## config.mk

```make
export PLATFORM = sky130hd
export DESIGN_NAME = usb_rx_word_packer
export DESIGN_NICKNAME = d
export VERILOG_FILES = /design/src/rtl/usb_rx_word_packer.sv
export SDC_FILE = /design/constraint.sdc
export NUM_CORES = 1
export LEC_CHECK = 0
export ABC_AREA = 1
export BUFFER_PORTS_ARGS = -buffer_cell sky130_fd_sc_hd__buf_2
export CORE_MARGIN = 2
export CORE_UTILIZATION = 25
export DETAILED_ROUTE_END_ITERATION = 6
export MAX_ROUTING_LAYER = met4
export SYNTH_ARGS = -nofsm -noshare
export SYNTH_HDL_FRONTEND = slang
export SYNTH_SLANG_ARGS = --single-unit
export TNS_END_PERCENT = 10
```

## constraint.sdc

```tcl
create_clock -name clk -period 1.7 [get_ports clk]
set_input_delay 0.255 -clock clk [delete_from_list [all_inputs] [get_ports clk]]
set_output_delay 0.255 -clock clk [all_outputs]
set_load 0.02 [all_outputs]
```

## src/rtl/usb_rx_word_packer.sv

```systemverilog
// Pops bytes from the USB RX FIFO and packs them little-endian into words,
// marking the last word of each packet and discarding packets that error out.
module usb_rx_word_packer #(
  parameter int WORD_BYTES = 4,
  parameter int CNT_W      = 4
) (
  input  logic                    clk,
  input  logic                    rst,
  input  logic                    rx_empty,
  input  logic [7:0]              rx_data,
  input  logic                    rx_rcving,
  input  logic                    rx_error,
  output logic                    rx_r_enable,
  output logic [8*WORD_BYTES-1:0] word_data,
  output logic [CNT_W-1:0]        word_bytes,
  output logic                    word_last,
  output logic                    word_valid,
  input  logic                    word_ready,
  output logic                    pkt_error
);

  typedef enum logic [1:0] {IDLE, COLLECT, OUT, DRAIN} state_t;

  localparam logic [CNT_W-1:0] LAST_LANE = CNT_W'(WORD_BYTES - 1);

  state_t                  state;
  logic [CNT_W-1:0]        byte_cnt;
  logic [8*WORD_BYTES-1:0] lanes;
  logic                    err_pend;

  // Lanes are cleared whenever a word is consumed or discarded, so unused
  // lanes above byte_cnt read as zero without any output masking.
  assign word_data  = lanes;
  assign word_bytes = byte_cnt;

  // An error in COLLECT takes priority over popping; DRAIN pops blindly.
  assign rx_r_enable = !rx_empty &&
                       ((state == COLLECT && !rx_error) || state == DRAIN);

  always_ff @(posedge clk or posedge rst) begin
    if (rst) begin
      state      <= IDLE;
      byte_cnt   <= '0;
      lanes      <= '0;
      word_last  <= 1'b0;
      word_valid <= 1'b0;
      pkt_error  <= 1'b0;
      err_pend   <= 1'b0;
    end else begin
      pkt_error <= 1'b0;
      case (state)
        IDLE: begin
          if (rx_rcving) begin
            if (rx_error) begin
              state <= DRAIN;
            end else begin
              state    <= COLLECT;
              byte_cnt <= '0;
              lanes    <= '0;
            end
          end
        end

        COLLECT: begin
          if (rx_error) begin
            lanes     <= '0;
            byte_cnt  <= '0;
            pkt_error <= 1'b1;
            state     <= DRAIN;
          end else if (!rx_empty) begin
            for (int i = 0; i < WORD_BYTES; i++) begin
              if (byte_cnt == CNT_W'(i)) lanes[8*i +: 8] <= rx_data;
            end
            byte_cnt <= byte_cnt + CNT_W'(1);
            // FIFO emptiness after this pop is unknown yet, so a full word
            // is never final; end-of-packet later yields a terminator word.
            if (byte_cnt == LAST_LANE) begin
              state      <= OUT;
              word_valid <= 1'b1;
              word_last  <= 1'b0;
            end
          end else if (!rx_rcving) begin
            state      <= OUT;
            word_valid <= 1'b1;
            word_last  <= 1'b1;
          end
        end

        OUT: begin
          if (rx_error) err_pend <= 1'b1;
          if (word_ready) begin
            word_valid <= 1'b0;
            word_last  <= 1'b0;
            lanes      <= '0;
            byte_cnt   <= '0;
            err_pend   <= 1'b0;
            if (word_last) begin
              state <= IDLE;
            end else if (err_pend || rx_error) begin
              state     <= DRAIN;
              pkt_error <= 1'b1;
            end else begin
              state <= COLLECT;
            end
          end
        end

        DRAIN: begin
          if (rx_empty && !rx_rcving) state <= IDLE;
        end

        default: state <= IDLE;
      endcase
    end
  end

endmodule

```

# ---- Yosys cells after proc, flatten, opt, wreduce, memory -nomap -nowiden
# Index checks and enable logic that the tools add are counted.
dict set report op_classes {
  addsub 1
  eq_ne 20
  mux 44
  n_reduce_logical 21
}
# operator n
set ops {}
lappend ops {{32-bit two-way mux} 5}
lappend ops {{32-bit one-hot mux with 3 select lines} 1}
lappend ops {{8-bit two-way mux} 4}
lappend ops {{6-bit AND reduction} 4}
lappend ops {{2-bit two-way mux} 10}
lappend ops {{4-bit two-way mux} 5}
lappend ops {{3-bit by 2-bit != test with 1-bit output (second input constant)} 5}
lappend ops {{5-bit AND reduction} 3}
lappend ops {{1-bit two-way mux} 14}
lappend ops {{4-bit one-hot mux with 3 select lines} 1}
lappend ops {{4-bit by 2-bit == test with 1-bit output (second input constant)} 2}
lappend ops {{2-bit != test (second input constant)} 4}
lappend ops {{2-bit one-hot mux with 4 select lines} 1}
lappend ops {{3-bit != test (second input constant)} 2}
lappend ops {{1-bit one-hot mux with 2 select lines} 3}
lappend ops {{4-bit by 1-bit adder with 4-bit output (second input constant)} 1}
lappend ops {{2-bit == test (second input constant)} 2}
lappend ops {{4-bit by 1-bit == test with 1-bit output (second input constant)} 1}
lappend ops {{4-bit logical NOT} 1}
lappend ops {{4-bit by 3-bit != test with 1-bit output (second input constant)} 1}
lappend ops {{4-bit != test (second input constant)} 1}
lappend ops {{2-bit nonzero test} 2}
lappend ops {{1-bit logical AND} 3}
lappend ops {{1-bit logical NOT} 3}
lappend ops {{other kinds (6)} 7}
dict set report totals {
  register_bits 42
  input_bits 14
  out_inout_bits 40
  word_cells 96
}

# ---- Logic depth before layout (Yosys ltp)
# Gate-level depths: netlist of run 1.
dict set report depth {
  ltp_word 5
  depth_mapped 10
  mapped_depth_nobuf 10
}

# ---- Least setup slack after synthesis of run 1
# OpenSTA, ideal clock, no wires.
dict set report synth_path {
  path_kind {reg2out}
  from {register state[1]}
  to {output rx_r_enable}
  arrival_time_ns 1.555
  t_required_ns 1.445
  setup_slack_ns -0.110
  path_stages_with_launch 9
  n_path_buf 2
  cell_sequence {dfrtp_1 > inv_1 > ha_1 > inv_1 > nor2_1 > buf_4 > buf_2 > nor2_1 > nor2_1}
}
dict set report synth_between {
  elab_chain_cells 4
  elab_cells_between_ends 5
  classes_between {eq/ne: 2; reduce/logical: 3}
}
# item line_no
set synth_rtl {}
lappend synth_rtl {{start, declared} 26} ;# state_t state;
lappend synth_rtl {{start signal, assigned} 42} ;# state <= IDLE;
lappend synth_rtl {{start signal, assigned} 55} ;# state <= DRAIN;
lappend synth_rtl {{start signal, assigned} 57} ;# state <= COLLECT;
lappend synth_rtl {{2-bit by 1-bit == test with 1-bit output} 38} ;# ((state == COLLECT && !rx_error) || state == DRAIN);
lappend synth_rtl {{1-bit logical AND} 38}
lappend synth_rtl {{1-bit logical OR *} 38}
lappend synth_rtl {{1-bit logical AND *} 37} ;# assign rx_r_enable = !rx_empty &&
lappend synth_rtl {{end, declared} 13} ;# output logic rx_r_enable,
# Every way passes the cells marked *; elsewhere a longest branch is shown, timed or not.

# ---- Worst setup path after layout of run 1
dict set report layout_path {
  from {register state[0]}
  to {register lanes[15], in the netlist word_data[15]}
}
dict set report layout_between {
  elab_chain_cells 3
  elab_cells_between_ends 11
  classes_between {eq/ne: 7; mux: 1; reduce/logical: 3}
}
# item line_no
set layout_rtl {}
lappend layout_rtl {{2-bit by 1-bit == test with 1-bit output, or another cell as far along} 51} ;# case (state)
lappend layout_rtl {{3-bit by 2-bit != test with 1-bit output (no source line), or another cell as far along} --}
lappend layout_rtl {{6-bit AND reduction (no source line)} --}
lappend layout_rtl {{end signal, assigned by index} 72} ;# if (byte_cnt == CNT_W'(i)) lanes[8*i +: 8] <= rx_data;
lappend layout_rtl {{end, declared} 28} ;# logic [8*WORD_BYTES-1:0] lanes;
# Several ways; a longest one is shown, not always the timed one.
# A chain may end at the register's enable or synchronous reset.

==> impl_metrics.toml, run 1 <==
[status]
status = "finished clean"

[sta]
setup_viol = 0
worst_pin_slew_ns = 0.538
tns_ns = 0
timing.hold.ws_ns = 0.0915
post-route-min-period_ns = 1.66
finalCritPeriodShare_pct = 97.4
finalHoldViolations = 0
finalMaxSlewViolations = 0
slew_headroom_pct = 64.1
max_freq_mhz = 604
grt_setup_unrepaired = "yes"
final.setup_skew_ns = 0.00679

[layout]
layout-drive-gt1-share_pct = 36.4
fin_cells = 427
final_nets = 342
final_area_mm2 = 0.00291
fillers = 916
multi_input_area_mm2 = 0.00106
area_growth_syn_to_layout_pct = 33.5
antennaDiodeCount = 0
regArea_mm2 = 0.00105

[worst_setup_path]
required_ns = 1.89
crit_type = "reg2reg"
reg2reg_from = "state[0]"
worst-path-max-fanout = 8
crit_path_start = "state[0]"
start_kind = "flop"
end_kind = "flop"
worstPathArrival_ns = 1.84

[route]
drtIter0Drc = 75
wl_per_cell_um = 12.7
vias = 1883
ant_nets = 0
viasPerCell = 4.41
wirelength_um = 5420
drc = 0
firstDrtPassIters = 4

[yosys]
synth_seq_area_share_pct = 48.2
netlist.area_leader.share_pct = 48.2
synth_top_area_cell = "dfrtp_1"
yosysWarnings = 0
synth_top_flop_cell = "dfrtp_1"
netlist_area_mm2 = 0.00218
synth_fp_nets = 270
synth_common_cells = "88 x nand2_1, 42 x dfrtp_1, 20 x inv_1"
syn_avg_cell_area_um2 = 8.87
synth-edff-count = 0
ys_ff_latch = 42
ys_types = 22
syn_inst = 246
async_reset_ff_share_pct = 100
yosysMostFrequentCell = "nand2_1"
synth_area_leaders = "dfrtp_1 48%, nand2_1 15%, o21ai_2 6.4%"

[place]
gp_congestion = 0.875
io_buffers = 53
place_inst = 409
place_hpwl_um = 4020
dpl_cell_area_mm2 = 0.00262

[cts]
clk_pin_slew_ns = 0.08
root_buffer = "clkbuf_8"
clkSinkCount = 42
clk_latency_ns = 0.29
ctsHoldBuffers = 0
clk_path_buf_depth = 2
cts_inserted_buffers = 5
cts.htree.levels = 2
cts_tree = "done"

[floorplanning]
core_mm2 = 0.00859
floorplan.initialDensity_pct = 25.4
rows = 34
io_pins = 54
die_x_um = 97.4
die_area_mm2 = 0.00949
die_y_um = 97.4

[global_routing]
grt_pass1_vias = 1827
grt_max_degree = 43
grt_pass1_wl_um = 8830
grt_usage_pct = 11.9
grt_overflow = 0
antenna_found_initial = 0

[power]
ir_worst_vdd_mv = 0.542
power.density_mw_per_mm2 = 1740
p_total_mw = 5.07
p_leak_nw = 1.58

[run]
timing.max_cap.violations = 0

[hold_path]
min_path_type = "in2async"
## kinds of logic (layout without fill, tap and decap cells)
| kind of cell | Yosys count | in the layout | synth area share, % |
|---|---|---|---|
| and+or+nand+nor | 137 | 137 | 29.0 |
| AOI/OAI and AO/OA | 28 | 28 | 10.5 |
| DFF | 42 | 42 | 48.2 |
| adders and majority gates | 10 | 10 | 5.73 |
| xor gates and xnor gates | 1 | 1 | 0.401 |
| buffers and inverters | 28 | 101 | 6.13 |
## worst paths after layout
kind                            endpoint  slack, ns  depth (start not counted)
max                        word_data[15]       0.04                         11
min                        word_data[26]       0.09                          3
max reg2reg                word_data[15]       0.04                         11
min reg2reg                word_data[11]       0.48                          2
max in group asynchronous  word_bytes[3]       1.24                          3
min in group clk           word_data[10]       0.24                          3
## layout make-up
class | count | share of cell area (%)
inverter | 21 | 2.71
clock buffer | 6 | 2.49
clock inverter | 2 | 1.29
sequential | 42 | 36.1
timing repair buffer | 72 | 16.4
tap | 108 | 4.64
multi-input combinational | 176 | 36.5
## metal layers
metal / vias to the layer above / routed length [µm] / track usage, %
met4: 0 / 29 / 2.88
li1: 943 / - / -
met3: 2 / 286 / 3.31
met1: 887 / 2370 / 15.1
met2: 51 / 2740 / 18.9
met5: - / 0 / -
## placed cells by master (no fill, tap or decap), types with 5 or more instances in the layout
cell / Yosys / layout
buf_2: 2 / 52
buf_4: 3 / 13
clkbuf_8: 0 / 5
dfrtp_1: 42 / 42
ha_1: 10 / 8
inv_1: 20 / 18
nand2_1: 88 / 86
nand3_1: 12 / 12
nand4_1: 18 / 18
nor2_1: 10 / 7
o21ai_0: 6 / 5
o21ai_2: 16 / 16
## registers in the layout, summed over array words and instances (netlist names)
register / count
word_last: 1
word_bytes: 4
word_data: 32
word_valid: 1
state: 2
pkt_error: 1
err_pend: 1
## critical path, stage by stage (launching register included)
cell and delay, ns:
dfrtp_1 0.40, buf_4 0.15, ha_4 0.15, buf_4 0.14, nand3_4 0.07, nand2_4 0.07
nor2_8 0.11, buf_12 0.12, buf_12 0.11, o21ai_4 0.09, nand2_1 0.08, nand2_1 0.05
## where the power goes
part           switching (mW)  total (mW)  leakage, nW  internal [mW]
logic                    1.72        2.90        0.951           1.18
clock network           0.339       0.777       0.0514          0.438
registers               0.153        1.39        0.574           1.24
total                    2.21        5.07         1.58           2.86
## repair_timing
item                       4_1_cts  5_1_grt
hold endpoints to repair         0        0
setup endpoints to repair       10       37
gates cloned                     0        1
pin swaps                        1        5
setup buffers                    2        7
gates resized for setup          6       11
## through the flow
stage                     worst slack, ns  utilization (%)
after CTS                         0.00757             32.0
after detailed placement           0.0194             30.4
after global routing              -0.0476             33.9
after global placement             0.0435             30.4
final                              0.0447             33.9
after floorplan                   0.00620                -
No activity file was read; power rests on OpenSTA's default activity.
==> run 2: changes to the inputs <==
--- a/config.mk
+++ b/config.mk
@@ -5,7 +5,6 @@
 export SDC_FILE = /design/constraint.sdc
 export NUM_CORES = 1
 export LEC_CHECK = 0
-export ABC_AREA = 1
 export BUFFER_PORTS_ARGS = -buffer_cell sky130_fd_sc_hd__buf_2
 export CORE_MARGIN = 2
 export CORE_UTILIZATION = 25
==> run 2 against run 1 <==
The run now ends with setup timing left. Clock skew fell by 0.0028 ns. Hold slack improved by 0.094 ns. Synthesized cell count fell by 28%. Routed wire length is 3.7% higher. Cell count is 12% lower. Clock-buffer cell count fell by 1. Combinational power is 1% lower. Critical path depth decreased by 4. Worst setup slack got worse by 0.20 ns. Area after synthesis decreased by 4.8%. Fmax is 11% lower. Total power fell by 2.5%. Largest cell class unchanged. Largest power group unchanged. Highest routed layer unchanged.
==> impl_metrics.toml, run 2 <==
[status]
status = "finished, violations left"
violations = "setup timing"

[worst_setup_path]
start_kind = "flop"
end_kind = "flop"
reg2reg_to = "word_data[24]"
reg2reg_from = "state[1]"
crit_type = "reg2reg"
worst_r2r_path_depth = 7
worst-path-max-fanout = 8
required_ns = 1.89
worstPathArrival_ns = 2.05
crit_path_start = "state[1]"
r2r_slack_ns = -0.16

[sta]
fin_ws_ns = -0.160
grt_setup_unrepaired = "yes"
finalCritPeriodShare_pct = 109
worst_pin_slew_ns = 0.382
setup_viol = 34
finalMaxSlewViolations = 0
final.setup_skew_ns = 0.00396
post-route-min-period_ns = 1.86
finalHoldViolations = 0
slew_headroom_pct = 74.3
max_freq_mhz = 538

[power]
ir_worst_vdd_mv = 0.615
power.density_mw_per_mm2 = 1650
p_leak_nw = 1.51
p_total_mw = 4.94

[layout]
final_nets = 292
area_growth_syn_to_layout_pct = 44.3
final_cell_mix = "52 x buf_2, 39 x dfrtp_1, 32 x buf_4"
final_common_cell = "buf_2"
antennaDiodeCount = 0
largest_register_ffs = 32
layout-drive-gt1-share_pct = 50.9
fin_cells = 374

[place]
gp_congestion = 0.909
io_buffers = 53
place_hpwl_um = 4110
place_inst = 360

[yosys]
synth_xor_area_share_pct = 0
synth_top_flop_cell = "dfrtp_1"
synthSimpleGateAreaFrac_pct = 15.2
ys_types = 38
synth_area_leaders = "dfrtp_1 51%, a22o_1 8.0%, ha_1 6.0%"
syn_inst = 176
syn_avg_cell_area_um2 = 11.8
async_reset_ff_share_pct = 100
synth_fp_nets = 200
synth_common_cells = "42 x dfrtp_1, 19 x a22o_1, 10 x ha_1, 10 x inv_1"
synth_top_area_cell = "dfrtp_1"
yosysMostFrequentCell = "dfrtp_1"
synthAdderAreaFrac_pct = 6.02
netlist.area_leader.share_pct = 50.6
synth_top_family_by_area = "compound AO/OA/AOI/OAI gates"
synth_mux_area_share_pct = 6.81
netlist_area_mm2 = 0.00208
synth-compound-area-share_pct = 18.1
yosysWarnings = 0
synth-edff-count = 0
synth_seq_area_share_pct = 50.6
ys_ff_latch = 42

[route]
drtIter0Drc = 100
viasPerCell = 4.68
drc = 0
wirelength_um = 5630
vias = 1749
ant_nets = 0
firstDrtPassIters = 6
wl_per_cell_um = 15.0

[hold_path]
holdPathEnd = "word_data[3]"
min_from = "rx_data[3]"
min_path_type = "in2reg"
min_delay_path_depth = 2

[cts]
cts.htree.levels = 2
cts_inserted_buffers = 5
cts_tree = "done"
clk_pin_slew_ns = 0.09
clk_path_buf_depth = 2
clk_latency_ns = 0.30
clkSinkCount = 42
root_buffer = "clkbuf_8"

[floorplanning]
die_y_um = 95.2
core_mm2 = 0.00813
rows = 33
die_x_um = 95.2
floorplan.initialDensity_pct = 25.5
io_pins = 54
die_area_mm2 = 0.00905

[global_routing]
grt_usage_pct = 13.3
antenna_found_initial = 0
grt_pass1_vias = 1776
grt_max_degree = 43
grt_pass1_wl_um = 8960
grt_overflow = 0

[run]
timing.max_cap.violations = 0
run 2: cell types whose count changed after synthesis, moves of 7 or more:
| cell | before | now |
|---|---|---|
| inv_1 | 20 | 10 |
| mux2_2 | 0 | 9 |
| a22o_1 | 0 | 19 |
| nand2_1 | 88 | 9 |
| nand4_1 | 18 | 1 |
| o21ai_2 | 16 | 0 |
| and2_1 | 0 | 7 |
run 2: cell families (layout without fill, tap and decap cells):
family                     Yosys count  after routing
and+or+nand+nor                     54             54
adders and majority gates           10             10
muxes                               13             13
DFF                                 42             42
AOI/OAI and AO/OA                   43             43
buffers and inverters               14            107
run 2: how the worst max path moves through the flow:
stage,to,depth (start not counted)
finish,word_data[24],7
detailed placement,word_data[9],6
floorplan,word_data[24],6
CTS,word_data[24],7
global route,word_data[24],7
global placement,word_data[29],6
run 2: worst max-delay path: stages, from the launching register on:
cell and delay, ns:
dfrtp_1 0.41, buf_6 0.14, ha_4 0.15, nor2b_4 0.13, a211o_4 0.31, a21oi_4 0.14, buf_12 0.15, mux2_4 0.31
run 2: area by class of cell:
cell class / instances / area [µm²]
inverter: 10 / 37.5
clock buffer: 5 / 68.8
sequential: 42 / 1050
fill: 821 / 5140
clock inverter: 3 / 25.0
multi-input combinational: 120 / 1110
tap: 105 / 131
timing repair buffer: 89 / 573
run 2: timing repair:
item,in CTS,in global routing
pin swaps,4,4
endpoints found under the setup margin,41,40
endpoints found under the hold margin,8,0
resized for setup,23,12
buffers inserted,5,0
hold buffers,1,0
run 2: routing by layer:
layer	routed length [µm]	GRT usage, %	up-vias	part of all wire [%]
met2	2670	20.1	43	47
met5	0	-	-	0
met4	115	5.80	0	2.0
met1	2610	17.0	872	46
met3	233	2.85	8	4.1
li1	-	-	826	-
run 2: through the flow:
stage	utilization (%)	hold slack [ns]	worst slack, ns	setup TNS (ns)	cell area [µm²]
after floorplan	-	0.345	-0.121	-2.31	2120
after global placement	33.4	0.328	-0.238	-5.51	2720
after detailed placement	33.4	0.334	-0.292	-6.99	2720
after CTS	36.4	0.183	-0.207	-5.17	2960
after global routing	36.9	0.182	-0.234	-6.68	3000
final	36.9	0.186	-0.160	-3.75	3000
run 2: power by group:
group	internal, mW	leakage (nW)	switching, mW
logic	1.38	0.904	1.48
clock network	0.297	0.0447	0.389
registers	1.23	0.565	0.165
total	2.91	1.51	2.03
